File: src/rtl/load_store_unit_pkg.sv
// load_store_unit_pkg: shared widths, size/state encodings and alignment check for the LSU
package load_store_unit_pkg;
    localparam int MEMORY_ADDR_W = 32;
    localparam int MEMORY_DATA_W = 32;
    localparam int STRB_W        = 4;
    localparam logic [1:0] MEM_SIZE_B = 2'b00;
    localparam logic [1:0] MEM_SIZE_H = 2'b01;
    localparam logic [1:0] MEM_SIZE_W = 2'b10;
    typedef enum logic [1:0] {IDLE, BUSY, DONE} lsu_state_t;
    // size 11 is illegal and always reported as misaligned
    function automatic logic misaligned(input logic [1:0] size, input logic [1:0] off);
        return size == MEM_SIZE_B ? 1'b0 : size == MEM_SIZE_H ? off[0] : size == MEM_SIZE_W ? |off : 1'b1;
    endfunction
endpackage

File: src/rtl/load_store_unit_align.sv
// load_align_extend: picks the addressed byte/half of a read word and sign/zero-extends it
//   rdata       in  read word from the bus
//   offset      in  byte offset within the word
//   size        in  access size encoding
//   is_unsigned in  1 = zero-extend, 0 = sign-extend
//   ext         out extended load result
module load_align_extend
    import load_store_unit_pkg::*;
#(
    parameter int DATA_W = MEMORY_DATA_W
) (
    input  logic [DATA_W-1:0] rdata,
    input  logic [1:0]        offset,
    input  logic [1:0]        size,
    input  logic              is_unsigned,
    output logic [DATA_W-1:0] ext
);
    logic [7:0]  b;
    logic [15:0] h;
    always_comb begin
        b   = 8'(rdata >> {offset, 3'b000});
        h   = offset[1] ? rdata[31:16] : rdata[15:0];
        ext = size == MEM_SIZE_B ? {{(DATA_W-8){~is_unsigned & b[7]}}, b} :
              size == MEM_SIZE_H ? {{(DATA_W-16){~is_unsigned & h[15]}}, h} : rdata;
    end
endmodule

File: src/rtl/load_store_unit.sv
// load_store_unit: one load/store per instruction over a req/ack data-memory bus
//   req_*        in  memory instruction from execute, sampled only in IDLE
//   stall        out hold PC and pipeline while the access is outstanding
//   done         out one-cycle completion pulse
//   misalign_err out one-cycle pulse when a request is rejected
//   memory_out   out extended load data, held until the next load completes
//   bus_*        req/ack data-memory bus; bus_rdata valid with bus_ack
module load_store_unit
    import load_store_unit_pkg::*;
#(
    parameter int ADDR_W = MEMORY_ADDR_W,
    parameter int DATA_W = MEMORY_DATA_W
) (
    input  logic              clk,
    input  logic              rst_n,
    input  logic              req_valid,
    input  logic              req_we,
    input  logic [1:0]        req_size,
    input  logic              req_unsigned,
    input  logic [ADDR_W-1:0] req_addr,
    input  logic [DATA_W-1:0] req_wdata,
    output logic              stall,
    output logic              done,
    output logic              misalign_err,
    output logic [DATA_W-1:0] memory_out,
    output logic              bus_req,
    output logic              bus_we,
    output logic [ADDR_W-1:0] bus_addr,
    output logic [DATA_W-1:0] bus_wdata,
    output logic [STRB_W-1:0] bus_wstrb,
    input  logic              bus_ack,
    input  logic [DATA_W-1:0] bus_rdata
);
    lsu_state_t        state, state_n;
    logic [1:0]        size_q, off_q;
    logic              uns_q, mis, accept;
    logic [DATA_W-1:0] wdata_n, ext;
    logic [STRB_W-1:0] wstrb_n;
    always_comb begin
        mis          = misaligned(req_size, req_addr[1:0]);
        accept       = state == IDLE && req_valid && !mis;
        misalign_err = state == IDLE && req_valid && mis;
        stall        = accept || state == BUSY;
        bus_req      = state == BUSY;
        done         = state == DONE;
        state_n      = state == IDLE ? (accept ? BUSY : IDLE) :
                       state == BUSY ? (bus_ack ? DONE : BUSY) : IDLE;
        wdata_n      = req_size == MEM_SIZE_B ? {4{req_wdata[7:0]}} :
                       req_size == MEM_SIZE_H ? {2{req_wdata[15:0]}} : req_wdata;
        wstrb_n      = !req_we ? '0 :
                       req_size == MEM_SIZE_B ? STRB_W'(4'b0001 << req_addr[1:0]) :
                       req_size == MEM_SIZE_H ? (req_addr[1] ? 4'b1100 : 4'b0011) : 4'b1111;
    end
    load_align_extend #(.DATA_W(DATA_W)) u_align (
        .rdata(bus_rdata),
        .offset(off_q),
        .size(size_q),
        .is_unsigned(uns_q),
        .ext(ext)
    );
    always_ff @(posedge clk or negedge rst_n) begin
        if (!rst_n) begin
            state      <= IDLE;
            bus_we     <= 1'b0;
            bus_addr   <= '0;
            bus_wdata  <= '0;
            bus_wstrb  <= '0;
            size_q     <= MEM_SIZE_B;
            off_q      <= 2'b00;
            uns_q      <= 1'b0;
            memory_out <= '0;
        end else begin
            state <= state_n;
            if (accept) begin
                bus_we    <= req_we;
                bus_addr  <= {req_addr[ADDR_W-1:2], 2'b00};
                bus_wdata <= wdata_n;
                bus_wstrb <= wstrb_n;
                size_q    <= req_size;
                off_q     <= req_addr[1:0];
                uns_q     <= req_unsigned;
            end
            if (state == BUSY && bus_ack && !bus_we)
                memory_out <= ext;
        end
    end
endmodule
File: config.mk
export PLATFORM = sky130hd
export DESIGN_NAME = load_store_unit
export DESIGN_NICKNAME = d
export VERILOG_FILES = /design/src/rtl/load_store_unit_pkg.sv /design/src/rtl/load_store_unit_align.sv /design/src/rtl/load_store_unit.sv
export SDC_FILE = /design/constraint.sdc
export NUM_CORES = 1
export LEC_CHECK = 0
export CAP_MARGIN = 5
export CORE_MARGIN = 8
export CORE_UTILIZATION = 40
export CTS_CLUSTER_DIAMETER = 50
export DETAILED_ROUTE_END_ITERATION = 10
export PLACE_DENSITY = 0.81
export SLEW_MARGIN = 10
export SYNTH_ARGS = -nofsm -noshare
export SYNTH_HDL_FRONTEND = slang
export SYNTH_HIERARCHICAL = 1
export SYNTH_SLANG_ARGS = --single-unit
File: constraint.sdc
create_clock -name clk -period 4.7 [get_ports clk]
set_input_delay 0.47 -clock clk [delete_from_list [all_inputs] [get_ports clk]]
set_output_delay 0.47 -clock clk [all_outputs]
set_load 0.005 [all_outputs]
### Word level (Yosys, flattened, before mapping)

Cells that the tools add are included.

* bits in registers: 106
* bits of input ports: 104

* equal/unequal tests: 5
* shift-type cells: 2
* mux-type cells: 16
* bitwise logic cells: 3
* reduce and logical (&&, ||, !) cells: 12

Operators with widths (count)
* 32-bit 2-to-1 mux: 4
* 32-bit by 5-bit >> shifter with 8-bit output: 1
* 16-bit 2-to-1 mux: 1
* 4-bit 2-to-1 mux: 4
* 2-bit by 1-bit equality test with 1-bit output (second input constant): 3
* 2-bit logical NOT: 3
* 2-bit 2-to-1 mux: 3
* 1-bit logical AND: 5
* 2-bit equality test (second input constant): 2
* 1-bit 2-to-1 mux: 4
* 1-bit by 2-bit << shifter with 4-bit output (first input constant): 1
* 1-bit AND: 2
* 1-bit logical NOT: 2
* 2-bit OR reduction: 1
* 1-bit logical OR: 1
* 1-bit NOT: 1

### Depth between registers and ports, before layout

* depth in word-level cells: 8
* mapped depth: 7
* gate-level depth less buffers: 5

### Cells and area by module

The synthesis kept the hierarchy.

By module, submodules not included
* load_store_unit: instances 1, cells an instance 325, area each 4489.3 sq um, sequential area each 2652.5 sq um
* load_align_extend: instances 1, cells an instance 135, area each 1017.2 sq um, sequential area each 0.0 sq um

### Least setup slack after synthesis

No wires, ideal clock.

* path type: register to register
* from: reg off_q[0]
* to: reg memory_out[16]
* library setup time: 0.125 ns
* data arrival time: 1.578 ns
* required time: 4.575 ns
* slack: 2.997 ns
* cell stages (with the launch flop): 7
* period minus slack after synthesis: 1.703 ns
* path through: dfrtp_1 -> buf_6 -> mux4_2 -> nand3_4 -> buf_8 -> o21ai_2 -> mux2_2

* longest elaborated chain between the ends: 3

RTL lines
* start, declared: line load_store_unit.sv:35 `logic [1:0] size_q, off_q;`
* start signal, assigned: line load_store_unit.sv:80 `off_q <= req_addr[1:0];`
* 32-bit by 5-bit >> shifter with 8-bit output: line load_store_unit_align.sv:21 `b = 8'(rdata >> {offset, 3'b000});`
* 1-bit AND: line load_store_unit_align.sv:23 `ext = size == MEM_SIZE_B ? {{(DATA_W-8){~is_unsigned & b[7]}}, b} :`
* 32-bit 2-to-1 mux: line load_store_unit_align.sv:23
* named net ext[16]: line load_store_unit.sv:37 `logic [DATA_W-1:0] wdata_n, ext;`
* end signal, assigned: line load_store_unit.sv:84 `memory_out <= ext;`
* end, declared: line load_store_unit.sv:25 `output logic [DATA_W-1:0] memory_out,`

The timed path passes the listed nets, and every way through them passes these cells.
A chain may end at the register's enable or synchronous reset.

### Worst setup path in the final report

* from: in req_size[0]
* to: out stall

* longest elaborated chain between the ends: 7
* elaborated cells between the ends (all ways): 9
* classes of those cells: eq/ne (2); mux (3); reduce/logical (4)

RTL lines
* start, declared: line load_store_unit.sv:18 `input logic [1:0] req_size,`
* 2-bit equality test: line load_store_unit_pkg.sv:12 `return size == MEM_SIZE_B ? 1'b0 : size == MEM_SIZE_H ? off[0] : size == MEM_SIZE_W ? |off : 1'b1;`
* 1-bit 2-to-1 mux (2 in series): line load_store_unit_pkg.sv:12
* 1-bit 2-to-1 mux *: line load_store_unit_pkg.sv:12
* 1-bit logical NOT *: line load_store_unit.sv:41 `accept = state == IDLE && req_valid && !mis;`
* 1-bit logical AND *: line load_store_unit.sv:41
* 1-bit logical OR *: line load_store_unit.sv:43 `stall = accept || state == BUSY;`
* end, declared: line load_store_unit.sv:22 `output logic stall,`

Every way passes the cells marked *; elsewhere a longest branch is shown, timed or not.

==> results.ini <==
[placement]
dp_hpwl_mm=12.6
place_area_sq_mm=0.00759
dp_slack_ns=1.72
port_buffers=206
gp_congestion=0.880

[clocking]
cts_hold_buf=0
cts_buffer_depth=2
root_buffer=clkbuf_16
htreeDepth=3
cts_tree=built
postCtsSetupBuffers=0
path_clk_slew_ns=0.07
clkLatencyLatePin_ns=0.35
numCtsBuffers=9
clock-sinks=106
cts_resized=0

[power]
power_leakage_nw=3.40
cellPowerDensity_mw_per_mm2=496
ir_drop_mv=0.236

[worst_setup_path]
crit_path_end=stall
required_ns=4.23
crit_path_end_kind=output port
timing.rr.end=memory_out[30]
crit_path_cell_trace=clkdlybuf4s50_1, a21oi_1, o211ai_4, nand2_1, clkdlybuf4s50_1
cp_slowest_stage_delay_ns=0.90
cp_slowest_cell=clkdlybuf4s50_1
cp_common_cell=clkdlybuf4s50_1
r2r_start=off_q[0]
reg2reg_slack_ns=2.53
cp-start-kind=input port
ff2ff_path_depth=4
worstPathArrival_ns=2.49
crit_type=input port to output port
cp-startpoint=req_size[0]
worstPathMaxFanout=13

[layout]
register_area_sq_mm=0.00265
utilization_pct=57.7
layout_common_cells=clkdlybuf4s50_1, dfrtp_1, o21ai_0, mux2_2, nand2_1
fin_area_sq_mm=0.00789
areaGrowthSynthToFinish_pct=43.3
fill_cells=1136
multiInputGateArea_sq_mm=0.00259
finalNetCount=750
final_common_cell=clkdlybuf4s50_1
drive_gt1_share_pct=18.6
antenna_cells=0

[global_routing]
grt_pass1_wl_mm=26.2
grt_max_degree=103
grt_pass1_vias=4715
antenna_found_initial=0
grt_use_total_pct=18.8
grt_overflow=0

[floorplanning]
die_x_microns=133
io_pins=209
die_h_microns=133
core_area_sq_mm=0.0137
rows=43
start_util_pct=40.3
dieArea_sq_mm=0.0178

[sta]
report.final.slew_viol_count=0
tightestPinTransition_ns=0.938
tns_ns=0
period_share_pct=63.0
rsz0062_at_grt=no
hold_viol=0
skew_ns=0.00953
relSlewSlack_pct=37.3
setup_viol=0
worst_slack_ns=1.74
max_freq_mhz=338
fin_crit_ns=2.96

[job]
maxCapViolations=0

[yosys]
yosys_warnings=6
synthAdderAreaFrac_pct=0
synth_cells=460
synth-edff-count=0
synth-xor-area-share_pct=0
synth_mux_area_share_pct=25.7
synth-compound-area-share_pct=9.59
ys_ff_latch=106
synth_ff_type=dfrtp_1
yosysUniqueCellTypes=37
synth_top_family_by_area=multiplexers
ys_seq_area_share_pct=48.2
yosys.area_share.simple_pct=11.4
synth.cell_area_sq_mm=0.00551
avgSynthCellArea_sq_um=12.0
postSynth.asyncResetShare_pct=100

[route]
route.detailed.drc=0
wirelength_mm=16.8
first_iter_violations=291
routed_via_density=5.16
vias=4291
postRouteAntennaNets=0
first_pass_iters=5
wl_per_cell_microns=20.2

[status]
status=finished, final reports clean

[worst_hold_path]
hold_path.class=input port to asynchronous set/reset pin

cells in the mapped netlist (2+ instances only):
cell type	count	area share, %
inv_1	2	0.14
buf_2	8	0.73
clkbuf_1	13	0.89
nand2_1	41	2.8
a211oi_1	7	0.95
o21ai_2	12	1.9
mux2i_1	24	4.4
nor2b_1	33	3.7
a21oi_1	11	1.0
nand3_1	9	0.82
nor2_1	19	1.3
buf_8	5	1.4
o21ai_0	46	4.2
and3b_1	8	1.3
mux2_2	46	9.4
o22ai_1	7	0.80
dfrtp_1	106	48
buf_4	4	0.55
mux2_4	30	8.2
mux4_1	7	3.3
buf_6	6	1.2
metrics by stage:
| step | hold WS (ns) | cells | power, mW |
|---|---|---|---|
| floorplan | 0.174 | 461 | 2.22 |
| global placement | 0.463 | 815 | 3.12 |
| detailed placement | 0.473 | 815 | 3.18 |
| CTS | 0.175 | 831 | 3.97 |
| global route | 0.213 | 831 | 4.14 |
| finish | 0.150 | 831 | 3.91 |
worst max-delay path, delay by kind of cell:
| family | cells | cell delay [ns] |
|---|---|---|
| buffers and inverters | 2 | 1.38 |
| AO/OA/AOI/OAI | 2 | 0.55 |
| AND/OR/NAND/NOR | 1 | 0.09 |
sequential cells by signal (all words and copies together), names as in the netlist:
signal / count
memory_out: 32
bus_we: 1
state: 2
bus_wstrb: 4
off_q: 2
size_q: 2
bus_wdata: 32
bus_addr: 30
uns_q: 1
per-layer routing:
metal / routed length [microns] / up-vias / track usage [%] / share of wire (%)
met4: 199 / 0 / 5.61 / 1.2
met1: 6660 / 2087 / 21.7 / 40
met3: 2040 / 13 / 9.41 / 12
met5: 0 / - / 0 / 0
met2: 7850 / 200 / 29.9 / 47
li1: - / 1991 / - / -
where the power goes:
| part | total, mW | internal [mW] | switching, mW |
|---|---|---|---|
| clock network | 0.771 | 0.428 | 0.344 |
| logic | 1.67 | 1.06 | 0.607 |
| registers | 1.47 | 1.24 | 0.226 |
worst min-delay path by stage:
stage                      to           from  slack [ns]  depth (start not counted)
2_1_floorplan    bus_addr[10]          rst_n        0.17                          0
3_3_place_gp    bus_wdata[23]  bus_wdata[23]        0.46                          2
3_5_place_dp    bus_wdata[13]  bus_wdata[13]        0.47                          2
4_1_cts        memory_out[29]          rst_n        0.18                          1
5_1_grt         memory_out[2]          rst_n        0.21                          1
6_report        memory_out[2]          rst_n        0.15                          1
area by class of cell:
cell class	instances	share of cell area, %
timing repair buffer	211	26.7
clock inverter	6	0.809
clock buffer	10	3.03
multi-input combinational	315	32.8
inverter	3	0.143
tap	180	2.85
sequential	106	33.6
cell families after synthesis:
family / after synthesis
other cells: 1
mux: 108
buf+inv: 40
flops: 106
compound gates: 86
simple gates: 119
No activity file was read; power rests on OpenSTA's default activity.
